<file path="src/rtl/romload_pkg.sv">
// Shared types and constants for the boot-time ROM-to-RAM loader.
package romload_pkg;

   typedef enum logic [2:0] {
      IDLE,
      CP_RD,
      CP_WR,
      VRD,
      CLR,
      FIN
   } state_t;

   localparam logic [31:0] WORD_BYTES = 32'd4;
   localparam logic [3:0]  WSTRB_RD   = 4'b0000;
   localparam logic [3:0]  WSTRB_WR   = 4'b1111;

   function automatic logic is_word_aligned(input logic [31:0] a);
      return (a[1:0] == 2'b00);
   endfunction

endpackage

</file>
<file path="src/rtl/romload_mem_req.sv">
// Single-outstanding request holder for the native memory port: registers one
// beat, keeps it stable until mem_ready, then pulses o_req_done with the read data.
module romload_mem_req
   import romload_pkg::*;
(
   input  logic        clk,
   input  logic        reset,
   input  logic        i_issue,
   input  logic [31:0] i_addr,
   input  logic [31:0] i_wdata,
   input  logic [3:0]  i_wstrb,
   input  logic        i_mem_ready,
   input  logic [31:0] i_mem_rdata,
   output logic        o_mem_valid,
   output logic [31:0] o_mem_addr,
   output logic [31:0] o_mem_wdata,
   output logic [3:0]  o_mem_wstrb,
   output logic        o_req_done,
   output logic [31:0] o_rdata
);

   logic        r_valid;
   logic [31:0] r_addr;
   logic [31:0] r_wdata;
   logic [3:0]  r_wstrb;
   logic        r_done;
   logic [31:0] r_rdata;

   // Issue is only honoured while idle, which also enforces the idle cycle
   // between beats: completion and a new issue never share an edge.
   always_ff @(posedge clk or posedge reset) begin
      if (reset) begin
         r_valid <= 1'b0;
         r_addr  <= '0;
         r_wdata <= '0;
         r_wstrb <= WSTRB_RD;
         r_done  <= 1'b0;
         r_rdata <= '0;
      end else begin
         r_done <= 1'b0;
         if (r_valid && i_mem_ready) begin
            r_valid <= 1'b0;
            r_done  <= 1'b1;
            r_rdata <= i_mem_rdata;
         end else if (i_issue && !r_valid) begin
            r_valid <= 1'b1;
            r_addr  <= i_addr;
            r_wdata <= i_wdata;
            r_wstrb <= i_wstrb;
         end
      end
   end

   assign o_mem_valid = r_valid;
   assign o_mem_addr  = r_addr;
   assign o_mem_wdata = r_wdata;
   assign o_mem_wstrb = r_wstrb;
   assign o_req_done  = r_done;
   assign o_rdata     = r_rdata;

endmodule

</file>
<file path="src/rtl/romload_init.sv">
// Boot loader: copies .data from ROM to RAM, zero-fills .bss, then releases the core.
// Optional read-back verify of .data is enabled with `define ROMLOAD_VERIFY_EN.
module romload_init
   import romload_pkg::*;
#(
   parameter logic [31:0] DATA_LMA   = 32'h0001_0100,
   parameter logic [31:0] DATA_START = 32'h0001_0100,
   parameter logic [31:0] DATA_END   = 32'h0001_0100,
   parameter logic [31:0] BSS_END    = 32'h0001_0100
) (
   input  logic        clk,
   input  logic        reset,
   input  logic        start,
   output logic        mem_valid,
   output logic        mem_instr,
   input  logic        mem_ready,
   output logic [31:0] mem_addr,
   output logic [31:0] mem_wdata,
   output logic [3:0]  mem_wstrb,
   input  logic [31:0] mem_rdata,
   output logic        busy,
   output logic        done,
   output logic        cpu_resetn,
   output logic        error
);

   if (!is_word_aligned(DATA_LMA) || !is_word_aligned(DATA_START) ||
       !is_word_aligned(DATA_END) || !is_word_aligned(BSS_END) ||
       (DATA_END < DATA_START) || (BSS_END < DATA_END)) begin : g_param_err
      $error("romload_init: section parameters misaligned or out of order");
   end

   state_t      r_state;
   state_t      w_state_nxt;
   logic [31:0] r_off;
   logic [31:0] w_off_nxt;
   logic [31:0] r_ptr;
   logic [31:0] w_ptr_nxt;
   logic        r_done;
   logic        r_resetn;
   logic        w_issue;
   logic [31:0] w_addr;
   logic [31:0] w_wdata;
   logic [3:0]  w_wstrb;
   logic        w_leave;
   logic        w_req_done;
   logic [31:0] w_rdata;

`ifdef ROMLOAD_VERIFY_EN
   logic        r_vph;
   logic [31:0] r_vword;
   logic        r_error;
`endif

   always_ff @(posedge clk or posedge reset) begin
      if (reset) begin
         r_state  <= IDLE;
         r_off    <= '0;
         r_ptr    <= '0;
         r_done   <= 1'b0;
         r_resetn <= 1'b0;
      end else begin
         r_state  <= w_state_nxt;
         r_off    <= w_off_nxt;
         r_ptr    <= w_ptr_nxt;
         r_done   <= r_done | (r_state == FIN);
         r_resetn <= r_done;
      end
   end

   // The next beat is issued in the same cycle the previous one reports done,
   // so each beat costs exactly one valid cycle plus one idle cycle.
   always_comb begin
      w_state_nxt = r_state;
      w_off_nxt   = r_off;
      w_ptr_nxt   = r_ptr;
      w_issue     = 1'b0;
      w_addr      = '0;
      w_wdata     = '0;
      w_wstrb     = WSTRB_RD;
      w_leave     = 1'b0;
      case (r_state)
         IDLE: begin
            if (start) begin
               if (DATA_END != DATA_START) begin
                  w_state_nxt = CP_RD;
                  w_off_nxt   = '0;
                  w_issue     = 1'b1;
                  w_addr      = DATA_LMA;
               end else begin
                  w_leave = 1'b1;
               end
            end
         end
         CP_RD: begin
            if (w_req_done) begin
               w_state_nxt = CP_WR;
               w_issue     = 1'b1;
               w_addr      = DATA_START + r_off;
               w_wdata     = w_rdata;
               w_wstrb     = WSTRB_WR;
            end
         end
         CP_WR: begin
            if (w_req_done) begin
               w_off_nxt = r_off + WORD_BYTES;
               if (DATA_START + w_off_nxt == DATA_END) begin
`ifdef ROMLOAD_VERIFY_EN
                  w_state_nxt = VRD;
                  w_off_nxt   = '0;
                  w_issue     = 1'b1;
                  w_addr      = DATA_LMA;
`else
                  w_leave = 1'b1;
`endif
               end else begin
                  w_state_nxt = CP_RD;
                  w_issue     = 1'b1;
                  w_addr      = DATA_LMA + w_off_nxt;
               end
            end
         end
`ifdef ROMLOAD_VERIFY_EN
         VRD: begin
            // r_vph=0: ROM reference read done; r_vph=1: RAM read-back done.
            if (w_req_done) begin
               if (!r_vph) begin
                  w_issue = 1'b1;
                  w_addr  = DATA_START + r_off;
               end else begin
                  w_off_nxt = r_off + WORD_BYTES;
                  if (DATA_START + w_off_nxt == DATA_END) begin
                     w_leave = 1'b1;
                  end else begin
                     w_issue = 1'b1;
                     w_addr  = DATA_LMA + w_off_nxt;
                  end
               end
            end
         end
`endif
         CLR: begin
            if (w_req_done) begin
               w_ptr_nxt = r_ptr + WORD_BYTES;
               if (w_ptr_nxt == BSS_END) begin
                  w_state_nxt = FIN;
               end else begin
                  w_issue = 1'b1;
                  w_addr  = w_ptr_nxt;
                  w_wstrb = WSTRB_WR;
               end
            end
         end
         default: ;
      endcase
      if (w_leave) begin
         if (BSS_END != DATA_END) begin
            w_state_nxt = CLR;
            w_ptr_nxt   = DATA_END;
            w_issue     = 1'b1;
            w_addr      = DATA_END;
            w_wdata     = '0;
            w_wstrb     = WSTRB_WR;
         end else begin
            w_state_nxt = FIN;
         end
      end
   end

`ifdef ROMLOAD_VERIFY_EN
   always_ff @(posedge clk or posedge reset) begin
      if (reset) begin
         r_vph   <= 1'b0;
         r_vword <= '0;
         r_error <= 1'b0;
      end else if (r_state == VRD && w_req_done) begin
         if (!r_vph) begin
            r_vph   <= 1'b1;
            r_vword <= w_rdata;
         end else begin
            r_vph <= 1'b0;
            if (w_rdata != r_vword) r_error <= 1'b1;
         end
      end
   end
   assign error = r_error;
`else
   assign error = 1'b0;
`endif

   romload_mem_req u_req (
      .clk         (clk),
      .reset       (reset),
      .i_issue     (w_issue),
      .i_addr      (w_addr),
      .i_wdata     (w_wdata),
      .i_wstrb     (w_wstrb),
      .i_mem_ready (mem_ready),
      .i_mem_rdata (mem_rdata),
      .o_mem_valid (mem_valid),
      .o_mem_addr  (mem_addr),
      .o_mem_wdata (mem_wdata),
      .o_mem_wstrb (mem_wstrb),
      .o_req_done  (w_req_done),
      .o_rdata     (w_rdata)
   );

   assign mem_instr  = 1'b0;
   assign busy       = (r_state != IDLE) && (r_state != FIN);
   assign done       = r_done;
   assign cpu_resetn = r_resetn;

endmodule

</file>
<file path="config.mk">
export PLATFORM = sky130hd
export DESIGN_NAME = romload_init
export DESIGN_NICKNAME = d
export VERILOG_FILES = /design/src/rtl/romload_pkg.sv /design/src/rtl/romload_mem_req.sv /design/src/rtl/romload_init.sv
export SDC_FILE = /design/constraint.sdc
export NUM_CORES = 1
export LEC_CHECK = 0
export ABC_AREA = 0
export BUFFER_PORTS_ARGS = -buffer_cell sky130_fd_sc_hd__buf_2
export CAP_MARGIN = 10
export CORE_ASPECT_RATIO = 1.4
export CORE_MARGIN = 3
export CORE_UTILIZATION = 50
export CTS_CLUSTER_SIZE = 10
export DETAILED_ROUTE_END_ITERATION = 10
export PLACE_DENSITY = 0.7
export REMOVE_ABC_BUFFERS = 1
export SYNTH_ARGS = -nofsm -noshare
export SYNTH_HDL_FRONTEND = slang
export SYNTH_SLANG_ARGS = --single-unit
</file>
<file path="constraint.sdc">
create_clock -name clk -period 7.45 [get_ports clk]
set_clock_uncertainty 0.05 [all_clocks]
set_input_delay 0.745 -clock clk [delete_from_list [all_inputs] [get_ports clk]]
set_output_delay 0.745 -clock clk [all_outputs]
set_load 0.005 [all_outputs]
</file>
==> metrics.txt <==
setup bufs post-CTS=0; clock slew at reported path FFs=0.07 ns; cts hold-fix bufs=0; Final GP Congestion=0.963; Syn. warnings=0; die area=21100 um^2; CP required=7.72 ns; outcome=finished clean; Post-synth ARST share=1.00; Primary FF master, synth=dfrtp_1; Longest Clk Path Bufs=2; first-pass GRT wire length=40900 um; DR WL/cell=19.7 um; min cycle time layout=5.37 ns; WL final=25600 um; crit-path leading delay family=simple AND/OR/NAND/NOR gates; CP max stage delay=0.57 ns; crit path max fanout=19; Slowest-stage cell, CP=nor4_2; worst r2r path cells=13; Slew Limit Headroom=0.292; number of global-route vias before repair=7581; # port buffers=105; Bufs and invs on worst path=2; Final Util=0.572; Power Density=172 nW/um^2; Synth cell types=70; proportion of layout cells with a drive suffix above 1=0.197; final hold vios=0; CP Launch Type=flop; max-cap violations=0; clock root cell=clkbuf_16; initial drt markers=580; initial antenna violation count=0; Ports=110; Cell Chain, Critical Path=ha_1 > inv_1 > nor4_2 > xnor2_1 > or3_1 > o31ai_4 > nand4_1 > mux2i_1 > a2111oi_0 > and4_1 > a31oi_4 > buf_4 > mux2_2; DRC=0; total congestion overflow=0; post-cts sizing count=0; fin crit share=0.721; H-tree levels=4; Avg Cell Area, Syn=9.69 um^2; Setup TNS Final=0 ns; FF-to-FF setup slack=2.08 ns; Post-synth EDFFs=0; gr usage total=0.250; CP Capture Type=flop; RSZ-0062 raised after global routing=false; Post-Syn Area=9670 um^2; die height=171 um; latest clock arrival within the worst-skew pair=0.43 ns; Hold WC Path Type=reg2reg; Pleak=4.79 nW; fmax=186 MHz; CP arrival=5.64 ns; vias per cell=5.91; site row count=59; Worst Hold Path EP=cpu_resetn$_DFF_PP0_; Post-Syn Instances=998; Final ANT Viol Nets=0; Slew Limit Fails=0; worst r2r src=r_off[3]$_DFFE_PP0P_; Initial Util=0.514; Worst R2R End=u_req.o_mem_addr[20]$_DFFE_PP0P_; ANT cells=0; # setup viols final=0; Max VDD drop=0.151 mV; core area=18800 um^2; router iterations before antenna repair=5; P&R area growth vs syn=11.4%; largest net degree at the start of global routing=90; CTS tree=built; CTS Buf Count=17; Worst Min Path Start=done$_DFF_PP0_; hold path cells=0; fraction of the yosys area taken by sequential cells=0.419; Synth Register Bits=162; hpwl dp=18500 um; CP Depth=13; routed vias=7705; width of the die=124 um; worst-margin pin slew=1.06 ns; clock sinks=162; critical path class=reg2reg; Nets=1088
[synthesized netlist by cell type, drive strengths merged (8+ instances only)]
cell type / instances / area share
nand3: 48 / 0.025
o21ai: 26 / 0.013
mux2: 47 / 0.060
dfrtp: 162 / 0.42
or3: 9 / 0.0058
nor3: 36 / 0.019
nand4: 26 / 0.018
xor2: 68 / 0.062
o221ai: 9 / 0.0082
clkbuf: 55 / 0.022
xnor2: 88 / 0.080
a21oi: 15 / 0.0082
a22o: 32 / 0.029
nand2: 86 / 0.033
nor4: 14 / 0.0097
and3: 10 / 0.0065
buf: 32 / 0.022
a31oi: 9 / 0.0074
inv: 29 / 0.011
a222oi: 8 / 0.0083
and2: 10 / 0.0065
mux2i: 21 / 0.022
nor2: 72 / 0.028
[flip-flops by register name, summed over array words and instances (netlist names), 3 cells and up]
register and count:
u_req.o_mem_wdata 32, u_req.o_rdata 32, r_off 30, r_ptr 30
u_req.o_mem_addr 30, r_state 3
[where the power goes]
| group | internal, W | total (W) | switching (W) |
|---|---|---|---|
| Combinational | 0.0000216 | 0.0000466 | 0.0000251 |
| Clock | 0.000505 | 0.000898 | 0.000393 |
| Sequential | 0.000899 | 0.000909 | 0.00000961 |
| Total | 0.00143 | 0.00185 | 0.000427 |
[cell usage in the layout, fill, tap and decap left out, drive strengths merged, types with 14 or more instances in the layout]
cell and instances:
dfrtp 162, buf 113, xnor2 88, nand2 86, nor2 72, xor2 68, nand3 48, mux2 47
nor3 36, inv 36, a22o 32, nand4 26, o21ai 26, mux2i 21, clkbuf 18, a21oi 15
nor4 14
[worst max path at each step]
stage / startpoint / endpoint
after CTS: r_off[2]$_DFFE_PP0P_ / u_req.o_mem_addr[20]$_DFFE_PP0P_
after detailed placement: r_off[2]$_DFFE_PP0P_ / u_req.o_mem_addr[20]$_DFFE_PP0P_
after global routing: r_off[2]$_DFFE_PP0P_ / u_req.o_mem_addr[20]$_DFFE_PP0P_
final: r_off[3]$_DFFE_PP0P_ / u_req.o_mem_addr[20]$_DFFE_PP0P_
after floorplan: reset / cpu_resetn$_DFF_PP0_
after global placement: r_off[2]$_DFFE_PP0P_ / u_req.o_mem_addr[20]$_DFFE_PP0P_
[worst register-to-register path: stages, from the launching register on]
cell	delay [ns]
dfrtp_1	0.52
ha_1	0.44
inv_1	0.18
nor4_2	0.58
xnor2_1	0.19
or3_1	0.49
o31ai_4	0.51
nand4_1	0.28
mux2i_1	0.30
a2111oi_0	0.10
and4_1	0.23
a31oi_4	0.56
buf_4	0.44
mux2_2	0.39
[logic make-up after synthesis]
logic type	Yosys count	share of synthesized area
adders and majority gates	6	0.00776
xor gates and xnor gates	157	0.144
buffers and inverters	116	0.0545
AOI/OAI and AO/OA	145	0.116
and+or+nand+nor	343	0.177
other	1	0.000388
DFF	162	0.419
muxes	68	0.0815
[per-layer routing]
layer | global-route usage | vias to the layer above | share of wire
met5 | 0 | - | 0
met4 | 0.129 | 0 | 0.044
met3 | 0.0397 | 65 | 0.047
met2 | 0.432 | 242 | 0.51
met1 | 0.297 | 3792 | 0.40
li1 | - | 3606 | -
[area by class of cell]
cell class | instances | area [um^2]
clock buffers | 18 | 429
inverters | 29 | 114
well taps | 244 | 305
flip-flops and latches | 162 | 4050
fillers | 1690 | 8050
multi-input cells | 723 | 5110
repair buffers | 113 | 586
clock inverters | 14 | 169
[stage by stage]
stage               setup WS [ns]  instances  total power (W)  hold slack [ns]  instance area (um^2)
global placement             2.19       1271         0.000971            0.330                 10200
floorplan                    2.28        914         0.000954            0.340                  9260
detailed placement           2.10       1271         0.000975            0.332                 10200
global route                 1.57       1303          0.00192            0.376                 10800
finish                       2.08       1303          0.00185            0.348                 10800
CTS                          2.06       1303          0.00187            0.350                 10800
Power figures use the tool's default switching activity.
